### config.mk
export PLATFORM = sky130hd
export DESIGN_NAME = sha256_w_stream
export DESIGN_NICKNAME = d
export VERILOG_FILES = /design/src/rtl/sha256_pkg.sv /design/src/rtl/sha256_w_next.sv /design/src/rtl/sha256_w_stream.sv
export SDC_FILE = /design/constraint.sdc
export NUM_CORES = 1
export LEC_CHECK = 0
export CORE_MARGIN = 10
export CORE_UTILIZATION = 50
export CTS_CLUSTER_SIZE = 24
export DETAILED_ROUTE_END_ITERATION = 10
export PLACE_DENSITY = 0.78
export SYNTH_ARGS = -nofsm -noshare
export SYNTH_HDL_FRONTEND = slang
export SYNTH_SLANG_ARGS = --single-unit
### constraint.sdc
create_clock -name CLK -period 4.7 [get_ports CLK]
set_input_delay 1.175 -clock CLK [delete_from_list [all_inputs] [get_ports CLK]]
set_output_delay 1.175 -clock CLK [all_outputs]
set_load 0.05 [all_outputs]
### src/rtl/sha256_pkg.sv
// -----------------------------------------------------------------------------
// sha256_pkg
// Shared SHA-256 message-schedule definitions: word width, round count,
// small sigma functions and the schedule-reader state encoding.
// -----------------------------------------------------------------------------
package sha256_pkg;

  localparam int SHA256_WORD_W = 32;
  localparam int SHA256_ROUNDS = 64;

  typedef logic [SHA256_WORD_W-1:0] word_t;

  typedef enum logic {
    IDLE,
    STREAM
  } state_e;

  // sigma0(x) = ROTR7 ^ ROTR18 ^ SHR3
  function automatic word_t sha256_sigma0(input word_t x);
    return {x[6:0], x[31:7]} ^ {x[17:0], x[31:18]} ^ (x >> 3);
  endfunction

  // sigma1(x) = ROTR17 ^ ROTR19 ^ SHR10
  function automatic word_t sha256_sigma1(input word_t x);
    return {x[16:0], x[31:17]} ^ {x[18:0], x[31:19]} ^ (x >> 10);
  endfunction

endpackage

### src/rtl/sha256_w_next.sv
// -----------------------------------------------------------------------------
// sha256_w_next
// Combinational next schedule word for a 16-word sliding window whose
// element k holds W_{t+k}:
//   W_{t+16} = sigma1(W_{t+14}) + W_{t+9} + sigma0(W_{t+1}) + W_t  (mod 2^32)
// Ports:
//   w0, w1, w9, w14 : window taps W_t, W_{t+1}, W_{t+9}, W_{t+14}
//   w_next          : W_{t+16}
// Also usable by the pipelined schedule stages.
// -----------------------------------------------------------------------------
module sha256_w_next
  import sha256_pkg::*;
(
  input  word_t w0,
  input  word_t w1,
  input  word_t w9,
  input  word_t w14,
  output word_t w_next
);

  assign w_next = sha256_sigma1(w14) + w9 + sha256_sigma0(w1) + w0;

endmodule

### src/rtl/sha256_w_stream.sv
// -----------------------------------------------------------------------------
// sha256_w_stream
// Iterative SHA-256 message-schedule reader. Accepts one padded 512-bit
// block and streams W0..W(ROUNDS-1), one word per handshake, expanding the
// schedule on the fly in a 16-word sliding window.
//
// Ports:
//   CLK       : clock, rising edge
//   RST       : asynchronous active-low reset
//   in_valid  : block offered on block_in
//   in_ready  : block accepted when in_valid && in_ready at a clock edge
//   block_in  : padded block, W0 at [511:480] ... W15 at [31:0]
//   w_valid   : w_out holds a valid schedule word
//   w_ready   : consumer accepts the current word
//   w_out     : current schedule word W_t
//   w_idx     : t
//   w_last    : w_valid && w_idx == ROUNDS-1
//   busy      : streaming a block
//
// Build option SHA256_WSTREAM_PREFETCH_EN: adds a one-block holding buffer so
// the next block can be accepted while streaming and started with no bubble.
// -----------------------------------------------------------------------------
module sha256_w_stream
  import sha256_pkg::*;
#(
  parameter int ROUNDS = SHA256_ROUNDS
) (
  input  logic         CLK,
  input  logic         RST,
  input  logic         in_valid,
  output logic         in_ready,
  input  logic [511:0] block_in,
  output logic         w_valid,
  input  logic         w_ready,
  output logic [31:0]  w_out,
  output logic [5:0]   w_idx,
  output logic         w_last,
  output logic         busy
);

  localparam logic [5:0] LAST_IDX = 6'(ROUNDS - 1);

  state_e       state_q, state_d;
  word_t        win_q [16];
  logic [5:0]   idx_q;
  word_t        w_next;
  logic         in_hs, out_hs, last_hs;
  logic         load_win;
  logic [511:0] load_blk;

`ifdef SHA256_WSTREAM_PREFETCH_EN
  logic [511:0] buf_q;
  logic         full_q;
`endif

  // ---------------------------------------------------------------------------
  // Outputs and handshakes. in_ready depends on registered state only.
  // ---------------------------------------------------------------------------
  assign w_valid = (state_q == STREAM);
  assign busy    = (state_q == STREAM);
  assign w_out   = win_q[0];
  assign w_idx   = idx_q;
  assign w_last  = w_valid && (idx_q == LAST_IDX);

`ifdef SHA256_WSTREAM_PREFETCH_EN
  assign in_ready = !full_q;
`else
  assign in_ready = (state_q == IDLE);
`endif

  assign in_hs   = in_valid && in_ready;
  assign out_hs  = w_valid && w_ready;
  assign last_hs = out_hs && (idx_q == LAST_IDX);

  sha256_w_next u_w_next (
    .w0     (win_q[0]),
    .w1     (win_q[1]),
    .w9     (win_q[9]),
    .w14    (win_q[14]),
    .w_next (w_next)
  );

  // ---------------------------------------------------------------------------
  // FSM: state register
  // ---------------------------------------------------------------------------
  // NOTE: sequential state uses non-blocking assignments so every register
  // samples pre-edge values regardless of block ordering.
  always_ff @(posedge CLK or negedge RST) begin
    if (!RST) state_q <= IDLE;
    else      state_q <= state_d;
  end

  // ---------------------------------------------------------------------------
  // FSM: next state and window-load decision
  // ---------------------------------------------------------------------------
  always_comb begin
    // NOTE: every output of this block gets a default first, so no path
    // leaves a signal unassigned and no latch is inferred.
    state_d  = state_q;
    load_win = 1'b0;
    load_blk = block_in;
    case (state_q)
      IDLE: begin
        if (in_hs) begin
          state_d  = STREAM;
          load_win = 1'b1;
        end
      end
      STREAM: begin
        if (last_hs) begin
`ifdef SHA256_WSTREAM_PREFETCH_EN
          // Chain straight into the next block when one is waiting, either
          // in the buffer or arriving on this very edge.
          if (full_q) begin
            load_win = 1'b1;
            load_blk = buf_q;
          end else if (in_hs) begin
            load_win = 1'b1;
          end else begin
            state_d = IDLE;
          end
`else
          state_d = IDLE;
`endif
        end
      end
      default: state_d = IDLE;
    endcase
  end

  // ---------------------------------------------------------------------------
  // Sliding window and index counter
  // ---------------------------------------------------------------------------
  // NOTE: the window is reset as well, because w_out must read zero during
  // reset and a partial block must never leak into the next stream.
  always_ff @(posedge CLK or negedge RST) begin
    if (!RST) begin
      for (int k = 0; k < 16; k++) win_q[k] <= '0;
      idx_q <= '0;
    end else if (load_win) begin
      for (int k = 0; k < 16; k++) win_q[k] <= load_blk[511-32*k -: 32];
      idx_q <= '0;
    end else if (out_hs) begin
      // Words past t=47 are computed but never emitted; that is harmless.
      for (int k = 0; k < 15; k++) win_q[k] <= win_q[k+1];
      win_q[15] <= w_next;
      idx_q     <= idx_q + 6'd1;
    end
  end

`ifdef SHA256_WSTREAM_PREFETCH_EN
  // ---------------------------------------------------------------------------
  // Holding buffer: fills on an input handshake while streaming, frees when
  // its block moves into the window. A block arriving with the final output
  // handshake goes straight to the window instead.
  // ---------------------------------------------------------------------------
  always_ff @(posedge CLK or negedge RST) begin
    if (!RST) begin
      buf_q  <= '0;
      full_q <= 1'b0;
    end else if ((state_q == STREAM) && in_hs && !last_hs) begin
      buf_q  <= block_in;
      full_q <= 1'b1;
    end else if (last_hs && full_q) begin
      full_q <= 1'b0;
    end
  end
`endif

endmodule

==> results of run 1 <==
==> cell families after synthesis <==
kind of cell / share of synthesized area
compound gates: 0.139
xor+xnor: 0.0452
fa+ha+maj: 0.0588
buf+inv: 0.0681
flops: 0.465
mux: 0.00179
simple gates: 0.222
==> routing by layer <==
metal	routed length [um]	track usage
met2	51100	0.506
met4	4650	0.148
met3	8870	0.0611
met1	44300	0.426
met5	22	0
==> power by group <==
part	total (mW)	internal (mW)	switching, mW
logic	18.2	7.06	11.1
clock network	4.88	2.87	2.01
registers	6.82	5.67	1.16
==> placed cells by master, fill, tap and decap left out, types with 3 or more instances in the layout <==
master / Yosys / layout
a21oi_1: 37 / 37
and3_2: 3 / 3
clkbuf_16: 0 / 57
and2_1: 3 / 3
buf_12: 0 / 31
nand3_1: 13 / 13
inv_6: 0 / 3
nor4_1: 4 / 4
clkinv_2: 0 / 18
o21ai_0: 25 / 25
clkbuf_8: 2 / 9
clkdlybuf4s50_1: 0 / 556
bufinv_16: 0 / 9
xor2_1: 24 / 24
mux2i_1: 5 / 5
diode_2: 0 / 33
o21a_1: 4 / 4
a21o_1: 10 / 10
inv_1: 130 / 130
ha_1: 32 / 32
nor2_1: 506 / 506
nor3_1: 3 / 3
a31oi_1: 502 / 502
buf_4: 35 / 46
and3_1: 11 / 11
o211ai_1: 4 / 4
o31ai_1: 4 / 4
xnor2_1: 120 / 120
nand2_1: 1061 / 1059
nand4_1: 3 / 3
fa_1: 62 / 62
dfrtp_1: 519 / 519
a21oi_4: 3 / 3
o21bai_1: 3 / 3
==> stage by stage <==
stage / setup slack (ns) / util / std cells
floorplan: 0.605 / - / 3445
global placement: 0.343 / 0.616 / 4506
detailed placement: 0.323 / 0.616 / 4506
CTS: 0.306 / 0.653 / 4610
global route: 0.126 / 0.654 / 4642
finish: 0.359 / 0.654 / 4643
==> worst max-delay path, delay by kind of cell (launching register included) <==
kind | cells | cell delay (ns)
and+or+nand+nor | 3 | 0.73
adders and majority gates | 4 | 1.66
AOI/OAI and AO/OA | 4 | 0.95
DFF | 1 | 0.44
xor gates and xnor gates | 2 | 0.46
==> flip-flops by register name, indices dropped and copies added (netlist names) <==
name / count
busy: 1
w_idx: 6
w_out: 32
win_q: 480
==> final timing paths <==
| kind | to | slack [ns] | cells past startpoint |
|---|---|---|---|
| min | w_idx[5]$_DFFE_PN0P_ | 0.52 | 1 |
| max reg2reg | win_q[29]$_DFFE_PN0P_ | 0.36 | 13 |
| max in group asynchronous | win_q[418]$_DFFE_PN0P_ | 2.98 | 3 |
| min in group asynchronous | win_q[319]$_DFFE_PN0P_ | 0.65 | 1 |
| min reg2reg | w_idx[5]$_DFFE_PN0P_ | 0.52 | 1 |
| max | win_q[29]$_DFFE_PN0P_ | 0.36 | 13 |
==> layout make-up <==
class                      count  area, um2
timing repair buffer         634       6550
inverter                     130        488
fill                        4617      19100
clock inverter                36        462
antenna                       33       82.6
tap                          748        936
sequential                   519      13000
clock buffer                  68       1560
multi-input combinational   2475      13100
==> flow_summary.json, run 1 <==
{
  "post-cts-setup-buffer-count": 0,
  "rsz0062_at_grt": "no",
  "ys_async_sr_fraction": 1.00,
  "routed_wl_um": 109000,
  "min_period_ns": 4.34,
  "die_area_mm2": 0.0657,
  "yosys.area.top_type": "dfrtp_1",
  "die_w_um": 256,
  "io_pins": 558,
  "routedWlPerCell_um": 23.5,
  "timing.hold.ws_ns": 0.524,
  "setup-violations-final": 0,
  "yosysWarnings": 0,
  "final.setup_skew_ns": 0.0297,
  "cp.arrival_ns": 4.86,
  "cts_hold_buf": 0,
  "synthesis.area_mm2": 0.0279,
  "synth_nets": 4055,
  "hold_violations": 0,
  "drtAntennaViolNets": 0,
  "crit_fanout": 5,
  "htree_levels": 2,
  "status": "complete, no violations",
  "post-dp-hpwl_um": 82700,
  "cp_slowest_cell": "fa_1",
  "max_slew.worst_pin.slew_ns": 1.06,
  "track_usage": 0.322,
  "antenna_found_initial": 36,
  "avgViaCountPerCell": 5.66,
  "rows": 86,
  "synth-edff-count": 0,
  "path_cells": "xnor2_1, xnor2_1, fa_1, fa_1, ha_1, fa_1, a21oi_4, o21ai_2, a311o_2, a21oi_4, nor4_2, or4_1, and3_1",
  "yosysMostFrequentCell": "nand2_1",
  "clkLatencyLatePin_ns": 0.64,
  "drc": 0,
  "ys_types": 56,
  "period_share": 0.924,
  "grt_pass1_wl_um": 162000,
  "grt_start_max_net_pins": 155,
  "critPathMostFrequentCell": "fa_1",
  "p_per_area_mw_per_mm2": 827,
  "synth_seq_cells": 519,
  "cp-end-kind": "flip-flop",
  "grt_overflow": 0,
  "critPathMaxStageDelay_ns": 0.50,
  "cts-buffers-inserted": 56,
  "critPathKind": "flip-flop to flip-flop",
  "hold_start": "w_idx[5]$_DFFE_PN0P_",
  "route.vias.total": 26300,
  "placed_area_mm2": 0.0340,
  "drive_gt1_frac": 0.0518,
  "syn_inst": 3445,
  "start_util": 0.506,
  "grt_pass1_vias": 25600,
  "fin_nets": 4426,
  "slew_headroom": 0.293,
  "finalMaxSlewViolations": 0,
  "place_congestion": 0.986,
  "max_freq_mhz": 230,
  "drv_cap": 0,
  "clkSinkCount": 519,
  "syn2layout_area_growth_pct": 29.3,
  "ys_seq_area_frac": 0.465,
  "tns_ns": 0,
  "hp-class": "flip-flop to flip-flop",
  "clk_path_buf_depth": 3,
  "drt-initial-drc-count": 3181,
  "final_area_mm2": 0.0361,
  "p_leak_nw": 15.9,
  "critPathRequiredTime_ns": 5.22,
  "critPathLaunchType": "flip-flop",
  "clk_pin_slew_ns": 0.06,
  "worstSetupStartpoint": "win_q[467]$_DFFE_PN0P_",
  "root_buffer": "clkbuf_16",
  "cts_resized": 0,
  "portBuffers": 557,
  "yosysTopAreaCellShare": 0.465,
  "die_y_um": 256,
  "synthTopCellsByCount": "1,061 x nand2_1, 519 x dfrtp_1, 506 x nor2_1",
  "core_mm2": 0.0552,
  "p_total_mw": 29.9,
  "rr_startpoint": "win_q[467]$_DFFE_PN0P_",
  "cts_tree": "built",
  "ys.flop_type": "dfrtp_1",
  "synthTopCellsByArea": "dfrtp_1 46%, nand2_1 14%, a31oi_1 11%",
  "drt_first_pass_iters": 6,
  "worst_ir_drop_vdd_mv": 0.854,
  "avgSynthCellArea_um2": 8.11
}
Note: power is estimated with default switching activity, not from simulation.
==> run 2, diff against run 1 <==
--- a/config.mk
+++ b/config.mk
@@ -5,6 +5,7 @@
 export SDC_FILE = /design/constraint.sdc
 export NUM_CORES = 1
 export LEC_CHECK = 0
+export CAP_MARGIN = 20
 export CORE_MARGIN = 10
 export CORE_UTILIZATION = 50
 export CTS_CLUSTER_SIZE = 24
==> constraint.sdc (replaced) <==
create_clock -name CLK -period 4.7 [get_ports CLK]
set_input_delay 1.175 -clock CLK [delete_from_list [all_inputs] [get_ports CLK]]
set_output_delay 1.175 -clock CLK [all_outputs]
set_load 0.005 [all_outputs]
==> results of run 2 <==
Same layout as run 1 (identical final DEF). Status: complete, no violations.
Among the figures that moved: total power 29.9 mW -> 29.6 mW
